`src/rtl/timer_cmd_tx.sv`:
```
// Command transmitter for the serial timer: sends PATTERN then the latched
// delay MSB first on a registered line, waits for done (with watchdog), then acks.
module timer_cmd_tx #(
    parameter logic [3:0] PATTERN = 4'b1101,
    parameter int         DELAY_W = 4,
    parameter int         TIMEOUT = 20000
) (
    input  logic               clk,
    input  logic               reset,
    input  logic               start,
    input  logic [DELAY_W-1:0] delay,
    output logic               ready,
    output logic               data,
    input  logic               done,
    output logic               ack,
    output logic               timeout,
    output logic               busy
);
    localparam int WD_W = $clog2(TIMEOUT + 1);
    localparam logic [WD_W-1:0] WD_LAST = WD_W'(TIMEOUT - 1);
    localparam logic [WD_W-1:0] WD_MAX  = '1;
    localparam logic [2:0] PAY_LAST_IDX = 3'(DELAY_W - 1);

    typedef enum logic [2:0] {IDLE, PRE, PAY, WAIT_DONE, ACK} state_t;

    state_t             state;
    logic [2:0]         bit_idx;
    logic [3:0]         pat_shift;
    logic [DELAY_W-1:0] delay_latched;
    logic [WD_W-1:0]    wd_count;

    always_ff @(posedge clk or posedge reset) begin
        if (reset) begin
            state         <= IDLE;
            bit_idx       <= '0;
            pat_shift     <= '0;
            delay_latched <= '0;
            wd_count      <= '0;
            data          <= 1'b0;
            ack           <= 1'b0;
            timeout       <= 1'b0;
        end else begin
            ack     <= 1'b0;
            timeout <= 1'b0;
            case (state)
                IDLE: begin
                    data <= 1'b0;
                    if (start) begin
                        // First pattern bit goes out on the accepting edge itself.
                        state         <= PRE;
                        delay_latched <= delay;
                        data          <= PATTERN[3];
                        pat_shift     <= PATTERN << 1;
                        bit_idx       <= 3'd3;
                    end
                end
                PRE: begin
                    if (bit_idx != 3'd0) begin
                        data      <= pat_shift[3];
                        pat_shift <= pat_shift << 1;
                        bit_idx   <= bit_idx - 3'd1;
                    end else begin
                        state         <= PAY;
                        data          <= delay_latched[DELAY_W-1];
                        delay_latched <= delay_latched << 1;
                        bit_idx       <= PAY_LAST_IDX;
                    end
                end
                PAY: begin
                    if (bit_idx != 3'd0) begin
                        data          <= delay_latched[DELAY_W-1];
                        delay_latched <= delay_latched << 1;
                        bit_idx       <= bit_idx - 3'd1;
                    end else begin
                        state    <= WAIT_DONE;
                        data     <= 1'b0;
                        wd_count <= '0;
                    end
                end
                WAIT_DONE: begin
                    data <= 1'b0;
                    if (wd_count != WD_MAX) begin
                        wd_count <= wd_count + 1'b1;
                    end
                    // done takes priority over a watchdog expiry on the same edge.
                    if (done) begin
                        state <= ACK;
                        ack   <= 1'b1;
                    end else if (wd_count == WD_LAST) begin
                        state   <= IDLE;
                        timeout <= 1'b1;
                    end
                end
                ACK: begin
                    data  <= 1'b0;
                    state <= IDLE;
                end
                default: begin
                    state <= IDLE;
                    data  <= 1'b0;
                end
            endcase
        end
    end

    assign ready = (state == IDLE);
    assign busy  = (state != IDLE);

endmodule

```
`config.mk`:
```
export PLATFORM = sky130hd
export DESIGN_NAME = timer_cmd_tx
export DESIGN_NICKNAME = d
export VERILOG_FILES = /design/src/rtl/timer_cmd_tx.sv
export SDC_FILE = /design/constraint.sdc
export NUM_CORES = 1
export LEC_CHECK = 0
export CAP_MARGIN = 20
export CORE_UTILIZATION = 60
export CTS_BUF_LIST = sky130_fd_sc_hd__clkbuf_8
export CTS_CLUSTER_SIZE = 28
export DETAILED_ROUTE_END_ITERATION = 6
export PLACE_DENSITY = 0.89
export SYNTH_ARGS = -nofsm -noshare
export SYNTH_HDL_FRONTEND = slang
export SYNTH_SLANG_ARGS = --single-unit
```
`constraint.sdc`:
```
create_clock -name clk -period 2.5 [get_ports clk]
set_clock_uncertainty 0.2 [all_clocks]
set_input_delay 0.375 -clock clk [delete_from_list [all_inputs] [get_ports clk]]
set_output_delay 0.375 -clock clk [all_outputs]
set_load 0.01 [all_outputs]
```
==> results of run 1 <==
cells by family after synthesis:
| family | Yosys count | synth area share (%) |
|---|---|---|
| and+or+nand+nor | 77 | 24.5 |
| AOI/OAI and AO/OA | 52 | 19.1 |
| DFF | 31 | 42.7 |
| buffers and inverters | 15 | 5.10 |
| muxes | 11 | 6.55 |
| adders and majority gates | 3 | 2.07 |
power groups by stage:
stage	combinational (mW)	sequential [mW]	clock, mW
global route	0.875	0.786	0.388
CTS	0.783	0.768	0.375
floorplan	0.662	0.718	0
global placement	0.728	0.762	0
detailed placement	0.775	0.776	0
finish	0.781	0.770	0.374
stage by stage:
step                instance area (µm²)  setup WS (ps)  std cells  hold WS [ps]  power [mW]
floorplan                          1820            408        189           247        1.38
global placement                   1930            187        227           264        1.49
detailed placement                 1930           89.3        227           278        1.55
CTS                                2010            198        235           274        1.93
global route                       2010            130        235           313        2.05
finish                             2010            199        235           262        1.92
per-layer routing:
metal | track usage (%) | up-vias | wire (µm)
met5 | 0 | - | 0
met4 | 17.8 | 0 | 172
met3 | 5.90 | 22 | 181
met2 | 50.1 | 66 | 2210
met1 | 31.3 | 759 | 1630
li1 | - | 740 | -
cells in the final DEF, fill, tap and decap left out, types with 5 or more instances in the layout:
cell type,Yosys,final
inv_1,7,9
o21ai_0,10,10
nor2_1,8,8
a21oi_1,13,13
clkbuf_8,0,5
o31ai_1,5,5
nand2_1,20,20
nand2b_1,6,6
nor3_1,5,5
clkdlybuf4s50_1,0,12
dfrtp_1,31,31
mux2_2,7,7
nand3_1,5,5
a31oi_1,5,5
cell usage after synthesis (3+ instances only):
master	number
a21oi_1	13
a31oi_1	5
and3_1	3
buf_6	4
dfrtp_1	31
ha_1	3
inv_1	7
mux2_2	7
mux2i_1	4
nand2_1	20
nand2b_1	6
nand3_1	5
nand4_1	4
nor2_1	8
nor2b_1	3
nor3_1	5
nor4_1	3
o21ai_0	10
o31ai_1	5
or4_1	4
flip-flops by register name, summed over array words and instances (netlist names):
signal,flops
wd_count,15
delay_latched,4
bit_idx,3
pat_shift,3
state,3
ack,1
data,1
timeout,1
worst max-delay path, cell delays in order, from the launching register on:
cell	delay, ps
dfrtp_1	510
nor3_1	340
clkdlybuf4s50_1	600
path summary, 6_finish.rpt:
check	cells past startpoint	to	slack, ps	startpoint
worst max-delay path	2	ready	200	state[2]
worst min-delay path	3	wd_count[3]	260	reset
worst max register to register	6	delay_latched[0]	220	bit_idx[0]
worst min register to register	1	bit_idx[0]	280	bit_idx[0]
max in group asynchronous	3	wd_count[10]	1550	reset
min in group clk	1	bit_idx[0]	280	bit_idx[0]
area by class of cell:
cell class | count | area, µm² | share of cell area, %
Inverter | 7 | 26.3 | 1.31
Clock inverter | 3 | 12.5 | 0.622
Timing Repair Buffer | 15 | 143 | 7.09
Tap cell | 31 | 38.8 | 1.93
Multi-Input combinational cell | 143 | 947 | 47.1
Clock buffer | 5 | 68.8 | 3.42
Sequential cell | 31 | 776 | 38.6
==> results.yml, run 1 <==
sta:
  setup-tns-final_ps: 0
  finalCriticalPeriod_ps: 2300
  setup_viol: 0
  worst_pin_slew_ps: 549
  hold_viol_final: 0
  fin_crit_sh_pct: 92.0
  slew_violations: 0
  rsz0062_at_grt: "no"
  slew_headroom_pct: 63.3
  fmax_ghz: 0.435
floorplan:
  dieArea_um2: 3250
  fp.coreArea_um2: 2810
  num_rows: 19
  ios: 13
  initial_utilization_pct: 64.7
  die_h_um: 57.0
  die_w_um: 57.0
finish:
  syn_to_final_growth_pct: 10.8
  final_util_pct: 71.7
  fillers: 214
  diodes: 0
  drive_gt1_share_pct: 11.8
  nets: 214
synthesis:
  syn_avg_cell_area_um2: 9.61
  ys_seq_area_share_pct: 42.7
  synth_area_leaders: "dfrtp_1 (43%), mux2_2 (4.3%), nand2_1 (4.1%)"
  yosys.area.top_type: "dfrtp_1"
  ys.flop_type: "dfrtp_1"
  syn_inst: 189
  synth_top_area_share_pct: 42.7
  synthesis.nets: 200
  yosysWarnings: 0
  ys_ff_latch: 31
  ys_types: 49
  synth_edf_count: 0
  synthArstFlopShare_pct: 100
  syn_area_um2: 1820
detailed_routing:
  vias_per_cell: 6.75
  wire_per_inst_um: 17.8
  num_vias: 1587
  wirelength_um: 4190
  drc_errors: 2
  drt-initial-drc-count: 71
  drtAntennaViolNets: 0
  first_pass_iters: 6
clock_network:
  cts.sinks: 31
  cts_tree: "built"
  clock_path_buffers: 2
  clk_latency_ps: 290
  cts_buffers: 5
  h-tree-depth: 2
  holdBufCountCts: 0
  postCtsSetupBuffers: 0
  post_cts_resized: 0
  cts.reportedPaths.clkPinSlew_ps: 60
  clockRootBuffer: "clkbuf_8"
place:
  gp_congestion: 0.869
  hpwl_um: 2990
  portBuffers: 12
power_and_ir_drop:
  pwr-share-clk_pct: 19.4
  switching_share_pct: 38.3
  ir_drop_mv: 0.733
  power_frac_seq_pct: 40.0
  power.switching_mw: 0.738
  powerDensity_nw_per_um2: 957
  p_int_mw: 1.19
  pwr-share-comb_pct: 40.6
  power_leakage_nw: 0.842
run_status:
  failed_checks: "DRC"
  outcome: "finished, violations left"
global_route:
  grt_max_degree: 32
  grt-ovfl-total: 0
  antenna_found_initial: 0
  grt_usage_pct: 28.4
  grt_pass1_wl_um: 6890
  grt_pass1_vias: 1584
worst_setup_path:
  path_class: "reg -> out"
  cp.required_ps: 1920
  crit_fanout: 12
  crit_arrival_ps: 1730
  cp-end-kind: "primary output"
  cp-start-kind: "flop"
run:
  drv_cap: 0
worst_hold_path:
  hp-class: "in -> async"
No activity file was read; power rests on OpenSTA's default activity.
==> run 2: changes to the inputs <==
--- a/config.mk
+++ b/config.mk
@@ -6,11 +6,13 @@
 export NUM_CORES = 1
 export LEC_CHECK = 0
 export CAP_MARGIN = 20
+export CORE_MARGIN = 10
 export CORE_UTILIZATION = 60
 export CTS_BUF_LIST = sky130_fd_sc_hd__clkbuf_8
 export CTS_CLUSTER_SIZE = 28
 export DETAILED_ROUTE_END_ITERATION = 6
 export PLACE_DENSITY = 0.89
+export RECOVER_POWER = 100
 export SYNTH_ARGS = -nofsm -noshare
 export SYNTH_HDL_FRONTEND = slang
 export SYNTH_SLANG_ARGS = --single-unit
==> run 2 against run 1 <==
Effect of this change: maximum frequency shrank 2.4%; design area shrank 0.31%; combinational power shrank 2%; critical path depth grew 2; the flow finishes with violations (capacitance limit, slew limit); total power shrank 0.80%; clock power is essentially flat.
==> results.yml, run 2 (synthesis results as in run 1) <==
run_status:
  failed_checks: "capacitance limit, slew limit"
  outcome: "finished, violations left"
finish:
  fillers: 197
  fin_cells: 235
  final_common_cell: "dfrtp_1"
  final-seq-area_um2: 776
  final_cell_mix: "dfrtp_1 (31), nand2_1 (20), a21oi_1 (13), o21ai_0 (10), inv_1 (9)"
  largestRegisters: "wd_count x15, delay_latched x4"
  nets: 214
  syn_to_final_growth_pct: 10.5
  multiInputGateArea_um2: 945
  diodes: 0
  drive_gt1_share_pct: 10.8
  design_area_um2: 2010
  top_register: "wd_count"
  largest_reg_flops: 15
clock_network:
  cts_tree: "built"
  holdBufCountCts: 0
  cts.sinks: 31
  cts.reportedPaths.clkPinSlew_ps: 60
  postCtsSetupBuffers: 0
  clk_latency_ps: 290
  clockRootBuffer: "clkbuf_8"
  h-tree-depth: 2
  cts_buffers: 5
  post_cts_resized: 0
  clock_path_buffers: 2
worst_setup_path:
  cp.required_ps: 1920
  setup.worst_path.end: "busy"
  rrSetupSlack_ps: 190
  cp-startpoint: "state[0]"
  reg2reg_from: "bit_idx[0]"
  crit_fanout: 11
  crit_arrival_ps: 1780
  rr_worst_depth: 6
  cp-end-kind: "primary output"
  path_class: "reg -> out"
  cp-start-kind: "flop"
  r2r-end: "wd_count[10]"
power_and_ir_drop:
  power.switching_mw: 0.735
  powerDensity_nw_per_um2: 952
  power_frac_seq_pct: 40.2
  pwr-share-clk_pct: 19.6
  ir_drop_mv: 0.571
  switching_share_pct: 38.5
  power_mw: 1.91
  p_int_mw: 1.17
  power_leakage_nw: 0.846
  pwr-share-comb_pct: 40.2
sta:
  hold_viol_final: 0
  rsz0062_at_grt: "no"
  fmax_ghz: 0.424
  setup_viol: 0
  slew_headroom_pct: -8.03
  slew_violations: 32
  finalCriticalPeriod_ps: 2360
  setup_slack_ps: 142
  worst_pin_slew_ps: 1620
  fin_crit_sh_pct: 94.3
  setup-tns-final_ps: 0
run:
  drv_cap: 1
floorplan:
  num_rows: 19
  fp.coreArea_um2: 2830
  initial_utilization_pct: 64.2
  dieArea_um2: 5630
  die_w_um: 75.0
  die_h_um: 75.0
  ios: 13
detailed_routing:
  first_pass_iters: 4
  wirelength_um: 4120
  vias_per_cell: 6.63
  wire_per_inst_um: 17.5
  drtAntennaViolNets: 0
  drt-initial-drc-count: 124
  num_vias: 1558
  drc_errors: 0
global_route:
  antenna_found_initial: 0
  grt_pass1_wl_um: 7060
  grt_pass1_vias: 1474
  grt_usage_pct: 16.0
  grt-ovfl-total: 0
  grt_max_degree: 32
place:
  dp_slack_ps: 97.3
  numPlacedInstances: 227
  gp_congestion: 0.917
  hpwl_um: 2960
  portBuffers: 12
  postPlaceCellArea_um2: 1930
worst_hold_path:
  hp-class: "reg -> reg"
-- run 2: critical path, cell delays in order (launching register included) --
cell and delay, ps:
dfrtp_1 450, buf_4 200, nor3_1 190, inv_1 50, dlygate4sd3_1 600
-- run 2: worst min-delay path by stage --
stage               startpoint    endpoint  slack, ps  cells past startpoint
finish              bit_idx[0]  bit_idx[0]        290                      1
global route        bit_idx[0]  bit_idx[0]        320                      1
CTS                      reset    state[0]        290                      3
detailed placement  bit_idx[0]  bit_idx[0]        280                      1
global placement    bit_idx[0]  bit_idx[0]        270                      1
floorplan                 done     timeout        250                      1
-- run 2: routing by layer --
layer | GRT usage [%] | up-vias | part of all wire [%]
met5 | 0 | - | 0
met4 | 6.72 | 0 | 1.8
met3 | 4.73 | 10 | 5.1
met2 | 26.2 | 44 | 51
met1 | 19.3 | 765 | 42
li1 | - | 739 | -
-- run 2: final cells by class --
| class | instances | area share (%) |
|---|---|---|
| Timing Repair Buffer | 15 | 6.92 |
| Clock inverter | 3 | 0.624 |
| Sequential cell | 31 | 38.7 |
| Multi-Input combinational cell | 143 | 47.1 |
| Tap cell | 31 | 1.93 |
| Inverter | 7 | 1.31 |
| Clock buffer | 5 | 3.43 |
-- run 2: power by group through the flow --
stage | logic, mW | clock network [mW] | registers, mW
3_5_place_dp | 0.782 | 0 | 0.770
6_report | 0.767 | 0.375 | 0.767
4_1_cts | 0.784 | 0.378 | 0.763
3_3_place_gp | 0.736 | 0 | 0.756
2_1_floorplan | 0.662 | 0 | 0.718
5_1_grt | 0.857 | 0.398 | 0.786
-- run 2: through the flow --
stage / util [%] / hold WS, ps
CTS: 71.1 / 291
global route: 70.9 / 316
global placement: 68.2 / 265
detailed placement: 68.2 / 283
floorplan: - / 247
finish: 70.9 / 288
==> run 3: changes to the inputs <==
--- a/config.mk
+++ b/config.mk
@@ -5,7 +5,8 @@
 export SDC_FILE = /design/constraint.sdc
 export NUM_CORES = 1
 export LEC_CHECK = 0
-export CAP_MARGIN = 20
+export CAP_MARGIN = 5
+export CORE_ASPECT_RATIO = 0.9
 export CORE_MARGIN = 10
 export CORE_UTILIZATION = 60
 export CTS_BUF_LIST = sky130_fd_sc_hd__clkbuf_8
==> run 3 against run 2 <==
Effect of this change: the run still ends with capacitance limit, slew limit left; maximum frequency grew 3.1%; design area rose by 1.4%; worst hold slack better by 8.0 ps; routed wire length is 2.9% lower; count of clock-buffer cells in the layout increased by 1; register-to-register slack improved by 20 ps; final cell count increased by 3.8%; critical endpoint is now delay_latched[2]; largest power group is now combinational logic.
==> results.yml, run 3 (synthesis results as in run 1) <==
finish:
  final_util_pct: 72.2
  fin_cells: 244
  top_register: "wd_count"
  fillers: 212
  final_common_cell: "dfrtp_1"
  syn_to_final_growth_pct: 12.0
  diodes: 0
  drive_gt1_share_pct: 11.8
  design_area_um2: 2030
  largest_reg_flops: 15
  largestRegisters: "wd_count x15, delay_latched x4"
  final_cell_mix: "dfrtp_1 (31), nand2_1 (20), a21oi_1 (13), o21ai_0 (10), nor2_1 (8)"
  nets: 215
global_route:
  grt_pass1_wl_um: 7000
  grt_usage_pct: 15.4
  grt_pass1_vias: 1496
  antenna_found_initial: 0
  grt_max_degree: 32
  grt-ovfl-total: 0
sta:
  worst_pin_slew_ps: 1660
  setup_viol: 0
  slew_headroom_pct: -10.9
  worst_hold_slack_ps: 296
  setup_slack_ps: 214
  rsz0062_at_grt: "no"
  fmax_ghz: 0.437
  slew_violations: 32
  hold_viol_final: 0
  fin_crit_sh_pct: 91.4
  setup-tns-final_ps: 0
  finalCriticalPeriod_ps: 2290
place:
  gp_congestion: 0.878
  portBuffers: 12
  dp_slack_ps: 108
  numPlacedInstances: 237
  hpwl_um: 2870
  postPlaceCellArea_um2: 1950
detailed_routing:
  drt-initial-drc-count: 139
  wire_per_inst_um: 16.4
  drtAntennaViolNets: 0
  drc_errors: 0
  vias_per_cell: 6.31
  wirelength_um: 4010
  first_pass_iters: 4
  num_vias: 1539
power_and_ir_drop:
  powerDensity_nw_per_um2: 955
  ir_drop_mv: 0.571
  power_leakage_nw: 0.848
  power_mw: 1.94
floorplan:
  initial_utilization_pct: 64.5
  die_w_um: 78.0
  dieArea_um2: 5630
  num_rows: 18
  die_h_um: 72.2
  fp.coreArea_um2: 2820
  ios: 13
worst_hold_path:
  min-delay-start: "bit_idx[0]"
  hp-class: "reg -> reg"
clock_network:
  clock_path_buffers: 2
  cts_tree: "built"
  post_cts_resized: 0
  h-tree-depth: 2
  cts.reportedPaths.clkPinSlew_ps: 60
  cts.sinks: 31
  holdBufCountCts: 0
  cts_buffers: 5
  clk_latency_ps: 290
  clockRootBuffer: "clkbuf_8"
  postCtsSetupBuffers: 0
worst_setup_path:
  cp-startpoint: "bit_idx[0]"
  crit_slowest_cell: "mux2_1"
  crit_arrival_ps: 2250
  cp.depth: 6
  setup.worst_path.end: "delay_latched[2]"
  r2r-end: "delay_latched[2]"
  path_class: "reg -> reg"
  crit_chain: "inv_1 -> ha_1 -> nor2b_1 -> or3_1 -> a21oi_1 -> mux2_1"
  cp-start-kind: "flop"
  rrSetupSlack_ps: 210
  cp.required_ps: 2470
  slowest_delay_ps: 380
  critical_path_buf_inv_count: 1
  reg2reg_from: "bit_idx[0]"
  cp_top_family: "simple AND/OR/NAND/NOR gates"
  rr_worst_depth: 6
  crit_fanout: 5
  cp-end-kind: "flop"
run:
  drv_cap: 1
run_status:
  outcome: "finished, violations left"
  failed_checks: "capacitance limit, slew limit"
[run 3: cell types whose count changed in the layout (fill, tap and decap cells not counted), sizes merged]
cell    before  now
clkbuf       6    7
inv          9    7
buf          2    3
[run 3: how the worst min path moves through the flow]
stage / endpoint / slack [ps] / cells after the start
2_1_floorplan: timeout / 250 / 1
3_3_place_gp: bit_idx[0] / 260 / 1
3_5_place_dp: bit_idx[0] / 300 / 1
4_1_cts: ack / 280 / 3
5_1_grt: bit_idx[0] / 330 / 1
6_report: bit_idx[0] / 300 / 1
[run 3: routing by layer]
| metal | routed length (µm) | part of all wire [%] | global-route usage, % |
|---|---|---|---|
| met5 | 0 | 0 | 0 |
| met4 | 51 | 1.3 | 5.77 |
| met3 | 228 | 5.7 | 5.79 |
| met2 | 2030 | 51 | 25.5 |
| met1 | 1690 | 42 | 17.7 |
[run 3: power by group]
group | internal, mW | total, mW | switching, mW
registers | 0.633 | 0.767 | 0.133
clock network | 0.215 | 0.396 | 0.181
logic | 0.358 | 0.778 | 0.420
total | 1.21 | 1.94 | 0.734
[run 3: final cells by class]
cell class | instances | area, µm² | share of cell area [%]
multi-input cells | 143 | 947 | 46.6
flip-flops and latches | 31 | 776 | 38.2
repair buffers | 16 | 146 | 7.20
clock buffers | 6 | 82.6 | 4.06
well taps | 40 | 50.0 | 2.46
inverters | 7 | 26.3 | 1.29
clock inverters | 1 | 5.00 | 0.246
